## src/rtl/mips_pkg.sv

```systemverilog
// mips_pkg: shared tinymips opcodes, funct codes, ALU encodings and controller state types.
package mips_pkg;
    localparam logic [5:0] OP_RTYPE = 6'b000000;
    localparam logic [5:0] OP_LW    = 6'b100011;
    localparam logic [5:0] OP_SW    = 6'b101011;
    localparam logic [5:0] OP_BEQ   = 6'b000100;
    localparam logic [5:0] OP_ADDI  = 6'b001000;
    localparam logic [5:0] OP_J     = 6'b000010;
    localparam logic [5:0] FN_ADD = 6'b100000;
    localparam logic [5:0] FN_SUB = 6'b100010;
    localparam logic [5:0] FN_AND = 6'b100100;
    localparam logic [5:0] FN_OR  = 6'b100101;
    localparam logic [5:0] FN_SLT = 6'b101010;
    localparam logic [2:0] ALU_ADD = 3'b010;
    localparam logic [2:0] ALU_SUB = 3'b110;
    localparam logic [2:0] ALU_AND = 3'b000;
    localparam logic [2:0] ALU_OR  = 3'b001;
    localparam logic [2:0] ALU_SLT = 3'b111;
    typedef enum logic [3:0] {
        S_FETCH, S_DECODE, S_MEMADR, S_MEMREAD, S_MEMWB, S_MEMWRITE,
        S_EXECUTE, S_ALUWB, S_BRANCH, S_ADDIEX, S_ADDIWB, S_JUMP
    } state_t;
    typedef enum logic [1:0] {AC_ADD, AC_SUB, AC_FUNCT} alu_class_t;
endpackage

```

## src/rtl/alu_decoder.sv

```systemverilog
// alu_decoder: maps the state's ALU class and funct to alu_control; flags supported functs.
module alu_decoder
    import mips_pkg::*;
(
    input  alu_class_t  i_class,
    input  logic [5:0]  i_funct,
    output logic [2:0]  o_alu_control,
    output logic        o_funct_ok
);
    logic [2:0] w_fn_ctl;

    always_comb begin
        w_fn_ctl   = ALU_ADD;
        o_funct_ok = 1'b1;
        case (i_funct)
            FN_ADD:  w_fn_ctl = ALU_ADD;
            FN_SUB:  w_fn_ctl = ALU_SUB;
            FN_AND:  w_fn_ctl = ALU_AND;
            FN_OR:   w_fn_ctl = ALU_OR;
            FN_SLT:  w_fn_ctl = ALU_SLT;
            default: o_funct_ok = 1'b0;
        endcase
    end

    assign o_alu_control = i_class == AC_FUNCT ? w_fn_ctl :
                           i_class == AC_SUB   ? ALU_SUB  : ALU_ADD;
endmodule

```

## src/rtl/mc_controller.sv

```systemverilog
// mc_controller: multicycle Moore control FSM for tinymips; stalls on memory via mem_ready.
module mc_controller
    import mips_pkg::*;
(
    input  logic       clk,
    input  logic       reset,
    input  logic [5:0] op,
    input  logic [5:0] funct,
    input  logic       zero,
    input  logic       mem_ready,
    output logic       pc_en,
    output logic       ir_write,
    output logic       reg_write,
    output logic       mem_write,
    output logic       iord,
    output logic       alu_srca,
    output logic [1:0] alu_srcb,
    output logic       reg_dst,
    output logic       mem_to_reg,
    output logic [1:0] pc_src,
    output logic [2:0] alu_control,
    output logic       illegal
);
    state_t     r_state, w_next;
    alu_class_t w_class;
    logic       w_funct_ok, w_legal, w_pc_write, w_branch;
    logic       w_ir_write, w_reg_write, w_mem_write, w_illegal;

    alu_decoder u_alu_decoder (
        .i_class       (w_class),
        .i_funct       (funct),
        .o_alu_control (alu_control),
        .o_funct_ok    (w_funct_ok)
    );

    assign w_legal = (op == OP_LW || op == OP_SW || op == OP_BEQ || op == OP_ADDI || op == OP_J ||
                      op == OP_RTYPE) && (op != OP_RTYPE || w_funct_ok);

    always_ff @(posedge clk) r_state <= reset ? S_FETCH : w_next;

    always_comb begin
        w_next      = r_state;
        w_class     = AC_ADD;
        w_pc_write  = 1'b0;
        w_branch    = 1'b0;
        w_ir_write  = 1'b0;
        w_reg_write = 1'b0;
        w_mem_write = 1'b0;
        w_illegal   = 1'b0;
        iord        = 1'b0;
        alu_srca    = 1'b0;
        alu_srcb    = 2'b00;
        reg_dst     = 1'b0;
        mem_to_reg  = 1'b0;
        pc_src      = 2'b00;
        case (r_state)
            S_FETCH: begin
                alu_srcb   = 2'b01;
                w_ir_write = mem_ready;
                w_pc_write = mem_ready;
                w_next     = mem_ready ? S_DECODE : S_FETCH;
            end
            S_DECODE: begin
                alu_srcb  = 2'b11;
                w_illegal = !w_legal;
                w_next    = !w_legal                       ? S_FETCH   :
                            (op == OP_LW || op == OP_SW)   ? S_MEMADR  :
                            op == OP_RTYPE                 ? S_EXECUTE :
                            op == OP_BEQ                   ? S_BRANCH  :
                            op == OP_ADDI                  ? S_ADDIEX  : S_JUMP;
            end
            S_MEMADR: begin
                alu_srca = 1'b1;
                alu_srcb = 2'b10;
                w_next   = op == OP_SW ? S_MEMWRITE : S_MEMREAD;
            end
            S_MEMREAD: begin
                iord   = 1'b1;
                w_next = mem_ready ? S_MEMWB : S_MEMREAD;
            end
            S_MEMWB: begin
                mem_to_reg  = 1'b1;
                w_reg_write = 1'b1;
                w_next      = S_FETCH;
            end
            S_MEMWRITE: begin
                iord        = 1'b1;
                w_mem_write = 1'b1;
                w_next      = mem_ready ? S_FETCH : S_MEMWRITE;
            end
            S_EXECUTE: begin
                alu_srca = 1'b1;
                w_class  = AC_FUNCT;
                w_next   = S_ALUWB;
            end
            S_ALUWB: begin
                reg_dst     = 1'b1;
                w_reg_write = 1'b1;
                w_next      = S_FETCH;
            end
            S_BRANCH: begin
                alu_srca = 1'b1;
                w_class  = AC_SUB;
                pc_src   = 2'b01;
                w_branch = 1'b1;
                w_next   = S_FETCH;
            end
            S_ADDIEX: begin
                alu_srca = 1'b1;
                alu_srcb = 2'b10;
                w_next   = S_ADDIWB;
            end
            S_ADDIWB: begin
                w_reg_write = 1'b1;
                w_next      = S_FETCH;
            end
            S_JUMP: begin
                pc_src     = 2'b10;
                w_pc_write = 1'b1;
                w_next     = S_FETCH;
            end
            default: w_next = S_FETCH;
        endcase
    end

    // Reset suppresses every write so an abandoned instruction leaves no trace.
    assign pc_en     = !reset && (w_pc_write || (w_branch && zero));
    assign ir_write  = !reset && w_ir_write;
    assign reg_write = !reset && w_reg_write;
    assign mem_write = !reset && w_mem_write;
    assign illegal   = !reset && w_illegal;
endmodule

```

## config.mk

```make
export PLATFORM = sky130hd
export DESIGN_NAME = mc_controller
export DESIGN_NICKNAME = d
export VERILOG_FILES = /design/src/rtl/mips_pkg.sv /design/src/rtl/alu_decoder.sv /design/src/rtl/mc_controller.sv
export SDC_FILE = /design/constraint.sdc
export NUM_CORES = 1
export LEC_CHECK = 0
export CAP_MARGIN = 10
export CORE_MARGIN = 3
export CORE_UTILIZATION = 41
export CTS_CLUSTER_DIAMETER = 100
export CTS_CLUSTER_SIZE = 28
export DETAILED_ROUTE_END_ITERATION = 8
export GPL_ROUTABILITY_DRIVEN = 0
export PLACE_DENSITY = 0.95
export SLEW_MARGIN = 15
export SYNTH_ARGS = -nofsm -noshare
export SYNTH_HDL_FRONTEND = slang
export SYNTH_SLANG_ARGS = --single-unit
```

## constraint.sdc

```tcl
create_clock -name clk -period 2.5 [get_ports clk]
set_input_delay 0.25 -clock clk [delete_from_list [all_inputs] [get_ports clk]]
set_output_delay 0.25 -clock clk [all_outputs]
set_load 0.005 [all_outputs]
```

Yosys cells after proc, flatten, opt, wreduce, memory -nomap -nowiden
Index checks and enable logic that the tools add are counted.
{"block": "word_totals", "register_bits": 4, "latchBits": 0, "ram_bits": 0, "mem_bits_ro": 0, "input_bits": 16, "output_inout_bits": 16, "elab_cells": 75, "mem_count": 0}
{"block": "op_classes", "n_addsub": 0, "multipliers": 0, "n_div": 0, "order_cmp": 0, "n_eq_ne": 23, "shift": 0, "mux": 27, "bitwise_logic": 0, "n_reduce_logical": 24}
{"operator": "$eq A6 B6 Y1 const B", "n": 7}
{"operator": "$pmux W4 S7", "n": 1}
{"operator": "$eq A4 B3 Y1 const B", "n": 4}
{"operator": "$eq A4 B4 Y1 const B", "n": 4}
{"operator": "$mux W3", "n": 5}
{"operator": "$mux W4", "n": 3}
{"operator": "$pmux W3 S4", "n": 1}
{"operator": "$mux W1", "n": 11}
{"operator": "$eq A4 B2 Y1 const B", "n": 2}
{"operator": "$pmux W2 S2", "n": 2}
{"operator": "$logic_and A1 B1 Y1", "n": 7}
{"operator": "$logic_or A1 B1 Y1", "n": 7}
{"operator": "$eq A6 B2 Y1 const B", "n": 1}
{"operator": "$eq A6 B3 Y1 const B", "n": 1}
{"operator": "$eq A6 B4 Y1 const B", "n": 1}
{"operator": "$logic_not A6 Y1", "n": 1}
{"operator": "$pmux W2 S3", "n": 1}
{"operator": "$reduce_bool A6 Y1", "n": 1}
{"operator": "$reduce_or A5 Y1", "n": 1}
{"operator": "$eq A4 B1 Y1 const B", "n": 1}
{"operator": "$logic_not A4 Y1", "n": 1}
{"operator": "$mux W2", "n": 2}
{"operator": "$reduce_or A2 Y1", "n": 2}
{"operator": "$reduce_or A4 Y1", "n": 1}
{"operator": "5 further kinds", "n": 6}

Longest topological paths before layout
Gate-level depths: netlist of run 1.
{"block": "logic_depth", "ltp_word": 10, "ltp_mapped": 5, "depth_no_buf": 4}

Hierarchy
A second synthesis of run 1 with hierarchy kept.
{"block": "hier_totals", "cells_unflattened": 95, "hier_area_um2": 720.7}
{"mod": "mc_controller", "instances": 1, "cells_each": 83, "area_each_um2": 600.6, "seq_area_each_um2": 80.1}
{"mod": "alu_decoder", "instances": 1, "cells_each": 12, "area_each_um2": 120.1, "seq_area_each_um2": 0.0}

Least setup slack after synthesis of run 1
Ideal clock, no wire load.
{"block": "synth_path", "kind": "register to output", "from": "reg r_state[2]", "to": "out pc_en", "t_arrival_ns": 1.350, "required_time_ns": 2.250, "path_slack_ns": 0.900, "stages_incl_launch_ff": 4, "n_path_buf": 0, "cell_sequence": "dfxtp_1 > or4b_2 > nor3_1 > o21bai_1"}
{"block": "synth_between", "elab_chain_cells": 5, "elab_cells_between_ends": 8, "cone_classes": "eq/ne (2); mux (2); reduce/logical (4)"}
{"item": "from (decl)", "line_no": "mc_controller.sv:24", "text": "state_t r_state, w_next;"}
{"item": "from (signal assigned)", "line_no": "mc_controller.sv:39", "text": "always_ff @(posedge clk) r_state <= reset ? S_FETCH : w_next;"}
{"item": "$eq A4 B4 Y1", "line_no": "mc_controller.sv:56", "text": "case (r_state)"}
{"item": "$mux W1", "line_no": "mc_controller.sv:56"}
{"item": "$logic_and A1 B1 Y1", "line_no": "mc_controller.sv:127", "text": "assign pc_en = !reset && (w_pc_write || (w_branch && zero));"}
{"item": "$logic_or A1 B1 Y1 (*)", "line_no": "mc_controller.sv:127"}
{"item": "$logic_and A1 B1 Y1 (*)", "line_no": "mc_controller.sv:127"}
{"item": "to (decl)", "line_no": "mc_controller.sv:11", "text": "output logic pc_en,"}
Every way passes the cells marked *; elsewhere a longest branch is shown, timed or not.

Final worst setup path of run 1
{"block": "layout_path", "from": "in mem_ready", "to": "out pc_en"}
{"block": "layout_between", "elab_chain_cells": 3}
{"item": "from (decl)", "line_no": "mc_controller.sv:10", "text": "input logic mem_ready,"}
{"item": "$pmux W1 S2", "line_no": "mc_controller.sv:56"}
{"item": "$logic_or A1 B1 Y1", "line_no": "mc_controller.sv:127"}
{"item": "$logic_and A1 B1 Y1", "line_no": "mc_controller.sv:127"}
Every way passes these cells.

==> results of run 1 <==
cell usage after synthesis (all sizes together) (2+ instances only):
| library cell | number |
|---|---|
| o21ai | 5 |
| clkbuf | 2 |
| nand2 | 7 |
| dfxtp | 4 |
| nand3 | 2 |
| nand2b | 5 |
| buf | 2 |
| or3 | 3 |
| inv | 4 |
| o21bai | 2 |
| nor2 | 13 |
| a21oi | 8 |
| nor2b | 2 |
| or4 | 2 |
| nand4b | 2 |
| o41ai | 2 |
| xor2 | 3 |
| nor3 | 6 |
stage by stage:
step / std cells / setup slack (ps) / hold WS (ps)
after global placement: 143 / 109 / 741
after detailed placement: 143 / 10.5 / 757
after CTS: 146 / 72.1 / 770
after global routing: 146 / 28.7 / 822
final: 146 / 67.8 / 762
after floorplan: 91 / 900 / 445
power breakdown:
part	internal [mW]	switching, mW	leakage (nW)
combinational	0.0601	0.0437	0.314
clock	0.0542	0.0337	0.0138
sequential	0.0664	0.00758	0.0325
total	0.181	0.0850	0.360
worst max-delay path, stage by stage:
cell and delay [ps]:
clkdlybuf4s50_1 490, or4b_2 600, nor3_2 190, o21bai_1 140, clkdlybuf4s50_1 520
cell type report:
cell class	instances	share of cell area
clock buffers	3	0.0222
repair buffers	41	0.379
well taps	15	0.0185
inverters	4	0.0148
multi-input cells	79	0.486
flip-flops and latches	4	0.0788
worst max path at each step:
stage,end,slack (ps),cells past startpoint
after floorplan,pc_en,900,3
after global placement,pc_en,110,5
after detailed placement,pc_en,10,5
after CTS,pc_en,70,5
after global routing,illegal,30,6
final,pc_en,70,5
logic make-up (layout without fill, tap and decap cells):
logic type,count (synthesis),after routing,synth area share
AND/OR/NAND/NOR,48,48,0.440
AO/OA/AOI/OAI,25,25,0.281
XOR/XNOR,4,4,0.0583
buffers and inverters,8,48,0.0521
adder cells (fa/ha/maj),1,1,0.0187
multiplexers,1,1,0.0167
flip-flops,4,4,0.133
layer usage:
metal,vias up,share of wire,global-route usage
met5,-,0,0
met4,0,0.026,0.127
met3,6,0.036,0.0285
met2,26,0.54,0.424
met1,395,0.40,0.268
li1,419,-,-
==> reports/qor.yml, run 1 <==
critical_path:
  worstPathArrival_ps: 2180
  rr_endpoint: "r_state[2]"
  critPathKind: "in2out"
  reg2regPathDepth: 4
  r2r-start: "r_state[0]"
  required_ps: 2250
  path_max_fanout: 2
  ff2ff_setup_slack_ps: 750
  cp-start-kind: "input pin"
  crit_start: "mem_ready"
  end_kind: "output pin"
power_and_ir_drop:
  leakagePower_nw: 0.360
  p_per_area_nw_per_um2: 261
  power_mw: 0.266
  ir_drop_mv: 0.119
grt:
  gr-total-overflow: 0
  grt_pass1_vias: 800
  grt_max_degree: 16
  grtUsageTotal: 0.236
  antenna_found_initial: 0
  grt_pass1_wl_um: 3480
timing:
  max_freq_mhz: 411
  fin_tns_setup_ps: 0
  final.period_utilization: 0.973
  finalHoldViolCount: 0
  rsz0062_at_grt: "no"
  worst_pin_slew_ps: 483
  min_period_ps: 2430
  slew_violations: 0
  finalClockSkew_ps: 14.8
  finalSetupViolCount: 0
  slew_headroom: 0.678
placed_design:
  dp_hpwl_um: 1680
  port-buffer-count: 31
  placed_cell_area_um2: 988
floorplan:
  die_y_um: 44.3
  coreArea_um2: 1330
  die_w_um: 44.3
  io-pin-count: 32
  std_cell_rows: 13
  floorplan.initialDensity: 0.450
  dieArea_um2: 1960
clock_network:
  cts_sinks: 4
  cts_setup_buffers: 0
  clk_latency_ps: 250
  cts_root_buf: "clkbuf_4"
  tritoncts: "yes"
  h-tree-depth: 1
  cts_buffer_depth: 2
  numCtsBuffers: 3
  path_clk_slew_ps: 30
  ctsHoldBuffers: 0
  ctsResizeCount: 1
finish:
  multi_input_area_um2: 494
  final_util: 0.762
  largest_reg_flops: 4
  top_regs: "r_state (4)"
  design_area_um2: 1020
  final_common_cell: "clkdlybuf4s50_1"
  drive_gt1_frac: 0.137
  regMostFlops: "r_state"
  nFillCells: 118
  fin_nets: 149
  area_growth_pct: 69.2
  antennaDiodeCount: 0
  seq_area_um2: 80.1
  final_cell_mix: "31 x clkdlybuf4s50_1, 13 x nor2_1, 10 x buf_4"
yosys:
  syn_nets: 107
  seq_area_frac_synth: 0.133
  synth_top_area_share: 0.133
  synth_area_per_cell_um2: 6.60
  ys_top_cells_by_area: "dfxtp_1 13%, nor2_1 8.1%, a21oi_1 5.8%, nor3_1 5.0%, nand2_1 4.4%"
  async_reset_ff_frac: 0
  ys_ff_latch: 4
  syn-cell-area_um2: 601
  synthCells: 91
  synth_edf_count: 0
  synth_top_area_cell: "dfxtp_1"
  synth_cell_types: 38
  synth-main-ff-cell: "dfxtp_1"
  ys.warnings.count: 0
job:
  max_cap_viol_count: 0
detailed_routing:
  drt_iter0_drc: 30
  avgViaCountPerCell: 5.79
  vias: 846
  ant_nets: 0
  wire_per_inst_um: 14.5
  dr.pass1.iters: 4
  drc: 0
  routed_wirelength_um: 2110
hold_path:
  worstHoldStart: "r_state[2]"
  hold_end: "r_state[2]"
  min_path_cells: 3
  hp-class: "reg2reg"
status:
  status: "finished, final reports clean"
(Power assumes the default switching activity.)
==> run 2: changes to the inputs <==
REMOVE_ABC_BUFFERS = 1   (was default)
clock period = 3.1 ns   (was 2.5 ns; I/O delays follow)
==> run 2 against run 1 <==
Global-route usage down 4.2 points. Sequential share of layout area is 0.67 points higher. Sequential power shrank 18%. Largest cell class unchanged. First-iteration DRC count shrank 33%. Register-to-register slack improved by 640 ps. Die area unchanged. Wire length fell by 15%. Flip-flop and latch count is the same. Largest power group unchanged. Core utilization shrank 6.0 points.
==> reports/qor.yml, run 2 (synthesis results as in run 1) <==
status:
  status: "finished, final reports clean"
power_and_ir_drop:
  leakagePower_nw: 0.307
  p_seq_frac: 0.306
  p_per_area_nw_per_um2: 212
  intPower_mw: 0.140
  ir_drop_mv: 0.0749
  pwr-share-comb: 0.371
  power.switching_mw: 0.0587
  swShare: 0.296
  clkPwrFrac: 0.324
timing:
  finalSetupViolCount: 0
  final.period_utilization: 0.857
  min_period_ps: 2660
  slew_headroom: 0.657
  finalHoldViolCount: 0
  finalClockSkew_ps: 1.11
  max_freq_mhz: 376
  rsz0062_at_grt: "no"
  fin_tns_setup_ps: 0
  slew_violations: 0
  worst_pin_slew_ps: 513
clock_network:
  cts_sinks: 4
  numCtsBuffers: 3
  cts_buffer_depth: 2
  cts_setup_buffers: 0
  path_clk_slew_ps: 40
  clk_latency_ps: 230
  ctsHoldBuffers: 0
  cts_root_buf: "clkbuf_4"
  h-tree-depth: 1
  ctsResizeCount: 0
  tritoncts: "yes"
floorplan:
  die_y_um: 44.3
  floorplan.initialDensity: 0.450
  coreArea_um2: 1330
  dieArea_um2: 1960
  std_cell_rows: 13
  die_w_um: 44.3
  io-pin-count: 32
critical_path:
  path_max_fanout: 6
  crit_slowest_cell: "or4b_2"
  required_ps: 2790
  cpPeakStageDelay_ps: 600
  path_delay_family: "buffers and inverters"
  worstPathArrival_ps: 2350
  cp.depth: 5
  cp_num_buf_inv: 2
  endpoint: "pc_en"
  r2r-start: "r_state[0]"
  crit_top_cell: "clkdlybuf4s50_1"
  crit_start: "mem_ready"
  rr_endpoint: "r_state[2]"
  ff2ff_setup_slack_ps: 1390
  critPathKind: "in2out"
  path_cells: "clkdlybuf4s50_1 > or4b_2 > nor3_1 > o21bai_1 > clkdlybuf4s50_1"
  cp-start-kind: "input pin"
  reg2regPathDepth: 4
  end_kind: "output pin"
finish:
  drive_gt1_frac: 0.0579
  regMostFlops: "r_state"
  largest_reg_flops: 4
  design_area_um2: 936
  final_common_cell: "clkdlybuf4s50_1"
  fin_nets: 139
  area_growth_pct: 55.8
  antennaDiodeCount: 0
  final_cell_mix: "31 x clkdlybuf4s50_1, 13 x nor2_1, 7 x a21oi_1, 7 x nand2_1, 6 x nor3_1"
  top_regs: "r_state (4)"
placed_design:
  port-buffer-count: 31
  dp_hpwl_um: 1370
  placed_cell_area_um2: 913
detailed_routing:
  routed_wirelength_um: 1790
  avgViaCountPerCell: 5.88
  vias: 800
  dr.pass1.iters: 4
  drt_iter0_drc: 20
  drc: 0
  wire_per_inst_um: 13.1
  ant_nets: 0
grt:
  grt_pass1_vias: 739
  grt_pass1_wl_um: 2930
  antenna_found_initial: 0
  grtUsageTotal: 0.195
  gr-total-overflow: 0
  grt_max_degree: 17
job:
  max_cap_viol_count: 0
hold_path:
  hp-class: "reg2reg"
[run 2: changes by cell type in the layout (fill, tap and decap cells not counted), sizes merged]
cell and change:
buf -10
[run 2: stage by stage]
| step | setup slack (ps) | hold WS [ps] | power (mW) | utilization | cells |
|---|---|---|---|---|---|
| after floorplan | 1340 | 505 | 0.0904 | - | 87 |
| after global placement | 522 | 763 | 0.133 | 0.685 | 133 |
| after detailed placement | 471 | 754 | 0.134 | 0.685 | 133 |
| after CTS | 469 | 760 | 0.200 | 0.702 | 136 |
| after global routing | 349 | 800 | 0.209 | 0.702 | 136 |
| final | 443 | 755 | 0.198 | 0.702 | 136 |
[run 2: how the worst min path moves through the flow]
stage / slack, ps / cells after the start / from / endpoint
final: 760 / 1 / r_state[0] / r_state[3]
after global routing: 800 / 1 / r_state[0] / r_state[3]
after CTS: 760 / 1 / r_state[0] / r_state[3]
after detailed placement: 750 / 1 / r_state[0] / r_state[3]
after global placement: 760 / 2 / r_state[2] / r_state[2]
after floorplan: 500 / 2 / op[4] / r_state[1]
[run 2: power groups by stage]
stage / combinational (mW) / sequential, mW / clock (mW)
after floorplan: 0.0307 / 0.0596 / 0
after global placement: 0.0715 / 0.0614 / 0
after detailed placement: 0.0730 / 0.0613 / 0
after CTS: 0.0736 / 0.0605 / 0.0659
after global routing: 0.0804 / 0.0614 / 0.0673
final: 0.0735 / 0.0606 / 0.0642
[run 2: metal layers]
metal / track usage / vias to the layer above / part of all wire
met4: 0.0723 / 0 / 0.0078
met5: 0 / - / 0
met3: 0.0203 / 2 / 0.057
li1: - / 402 / -
met2: 0.360 / 30 / 0.52
met1: 0.226 / 366 / 0.42
[run 2: layout make-up]
class,instances,area (µm²)
fillers,125,398
well taps,15,18.8
inverters,4,15.0
flip-flops and latches,4,80.1
repair buffers,31,310
multi-input cells,79,489
clock buffers,3,22.5
==> run 3: changes to the inputs <==
CORE_UTILIZATION = 35   (was 41)
PLACE_DENSITY = 0.85   (was 0.95)
==> run 3 against run 2 <==
Wire length rose by 5.1%. Die area rose by 15%. Total power rose by 0.82%. Core utilization fell by 9.6 points. Combinational power rose by 2%. Sequential power rose by 0.7%. Via count fell by 4.0%. Largest power group unchanged.
==> reports/qor.yml, run 3 (synthesis results as in run 1) <==
timing:
  fin_tns_setup_ps: 0
  min_period_ps: 2620
  slew_headroom: 0.665
  max_freq_mhz: 382
  finalHoldViolCount: 0
  rsz0062_at_grt: "no"
  slew_violations: 0
  final.period_utilization: 0.845
  finalSetupViolCount: 0
  finalClockSkew_ps: 0.682
  worst_pin_slew_ps: 502
clock_network:
  numCtsBuffers: 3
  ctsResizeCount: 0
  cts_sinks: 4
  cts_buffer_depth: 2
  cts_root_buf: "clkbuf_4"
  h-tree-depth: 1
  ctsHoldBuffers: 0
  cts_setup_buffers: 0
  clk_latency_ps: 230
  tritoncts: "yes"
  path_clk_slew_ps: 40
placed_design:
  port-buffer-count: 31
  dp_hpwl_um: 1460
  dp_cells: 135
finish:
  layoutNonFillerInstCount: 138
  regMostFlops: "r_state"
  fin_nets: 140
  final_util: 0.606
  antennaDiodeCount: 0
  final_cell_mix: "31 x clkdlybuf4s50_1, 13 x nor2_1, 7 x a21oi_1, 7 x nand2_1, 6 x nor3_1"
  area_growth_pct: 57.3
  nFillCells: 139
  drive_gt1_frac: 0.0656
  largest_reg_flops: 4
  final_common_cell: "clkdlybuf4s50_1"
  top_regs: "r_state (4)"
power_and_ir_drop:
  intPower_mw: 0.140
  leakagePower_nw: 0.312
  p_seq_frac: 0.305
  power.switching_mw: 0.0595
  clkPwrFrac: 0.319
  swShare: 0.298
  pwr-share-comb: 0.376
  power_mw: 0.200
  p_per_area_nw_per_um2: 212
  ir_drop_mv: 0.156
floorplan:
  std_cell_rows: 14
  die_y_um: 47.4
  io-pin-count: 32
  floorplan.initialDensity: 0.385
  die_w_um: 47.4
  coreArea_um2: 1560
  dieArea_um2: 2250
grt:
  grt_max_degree: 17
  antenna_found_initial: 0
  grt_pass1_vias: 751
  gr-total-overflow: 0
  grtUsageTotal: 0.185
  grt_pass1_wl_um: 3040
critical_path:
  cpPeakStageDelay_ps: 590
  crit_slowest_cell: "or4b_2"
  crit_top_cell: "clkdlybuf4s50_1"
  rr_endpoint: "r_state[2]"
  critPathKind: "in2out"
  cp-start-kind: "input pin"
  ff2ff_setup_slack_ps: 1380
  required_ps: 2790
  path_max_fanout: 6
  worstPathArrival_ps: 2310
  path_cells: "clkdlybuf4s50_1 > or4b_2 > nor3_1 > o21bai_1 > clkdlybuf4s50_1"
  reg2regPathDepth: 4
  r2r-start: "r_state[0]"
  end_kind: "output pin"
hold_path:
  worstHoldStart: "r_state[2]"
  hold_end: "r_state[2]"
  hp-class: "reg2reg"
  min_path_cells: 2
detailed_routing:
  ant_nets: 0
  dr.pass1.iters: 4
  drc: 0
  routed_wirelength_um: 1880
  drt_iter0_drc: 27
  wire_per_inst_um: 13.6
  avgViaCountPerCell: 5.57
  vias: 768
status:
  status: "finished, final reports clean"
job:
  max_cap_viol_count: 0
[run 3: changes by cell type in the layout (fill, tap and decap cells not counted)]
cell,delta
buf_4,+1
[run 3: how the worst max path moves through the flow]
stage / startpoint / end / slack (ps) / depth (start not counted)
2_1_floorplan: r_state[2] / pc_en / 1340 / 3
3_3_place_gp: mem_ready / pc_en / 510 / 5
3_5_place_dp: mem_ready / pc_en / 490 / 5
4_1_cts: mem_ready / pc_en / 480 / 5
5_1_grt: mem_ready / pc_en / 350 / 5
6_report: mem_ready / pc_en / 480 / 5
[run 3: area by class of cell]
type,count,area (µm²),area share
Inverter,4,15.0,0.0159
Tap cell,16,20.0,0.0212
Multi-Input combinational cell,79,489,0.518
Timing Repair Buffer,32,318,0.336
Clock buffer,3,22.5,0.0238
Sequential cell,4,80.1,0.0848
[run 3: power groups by stage]
stage	sequential [mW]	clock, mW	combinational, mW
global placement	0.0615	0	0.0732
CTS	0.0607	0.0665	0.0752
floorplan	0.0596	0	0.0307
global route	0.0615	0.0701	0.0827
detailed placement	0.0615	0	0.0749
finish	0.0610	0.0638	0.0751
[run 3: routing by layer]
metal / routed length, µm / global-route usage / vias up
met3: 108 / 0.0338 / 4
met5: 0 / 0 / -
met1: 850 / 0.237 / 328
met2: 892 / 0.297 / 29
met4: 25 / 0.0884 / 0
li1: - / - / 407
[run 3: through the flow]
step / setup WS (ps) / cell area [µm²] / hold slack [ps]
floorplan: 1340 / 584 / 505
finish: 479 / 945 / 764
global placement: 511 / 922 / 749
CTS: 477 / 945 / 757
detailed placement: 487 / 922 / 759
global route: 346 / 945 / 797
[run 3: worst max-delay path: cells and delay by family]
kind | cells | cell delay (ps)
and+or+nand+nor | 2 | 800
AOI/OAI and AO/OA | 1 | 150
buffers and inverters | 2 | 1050
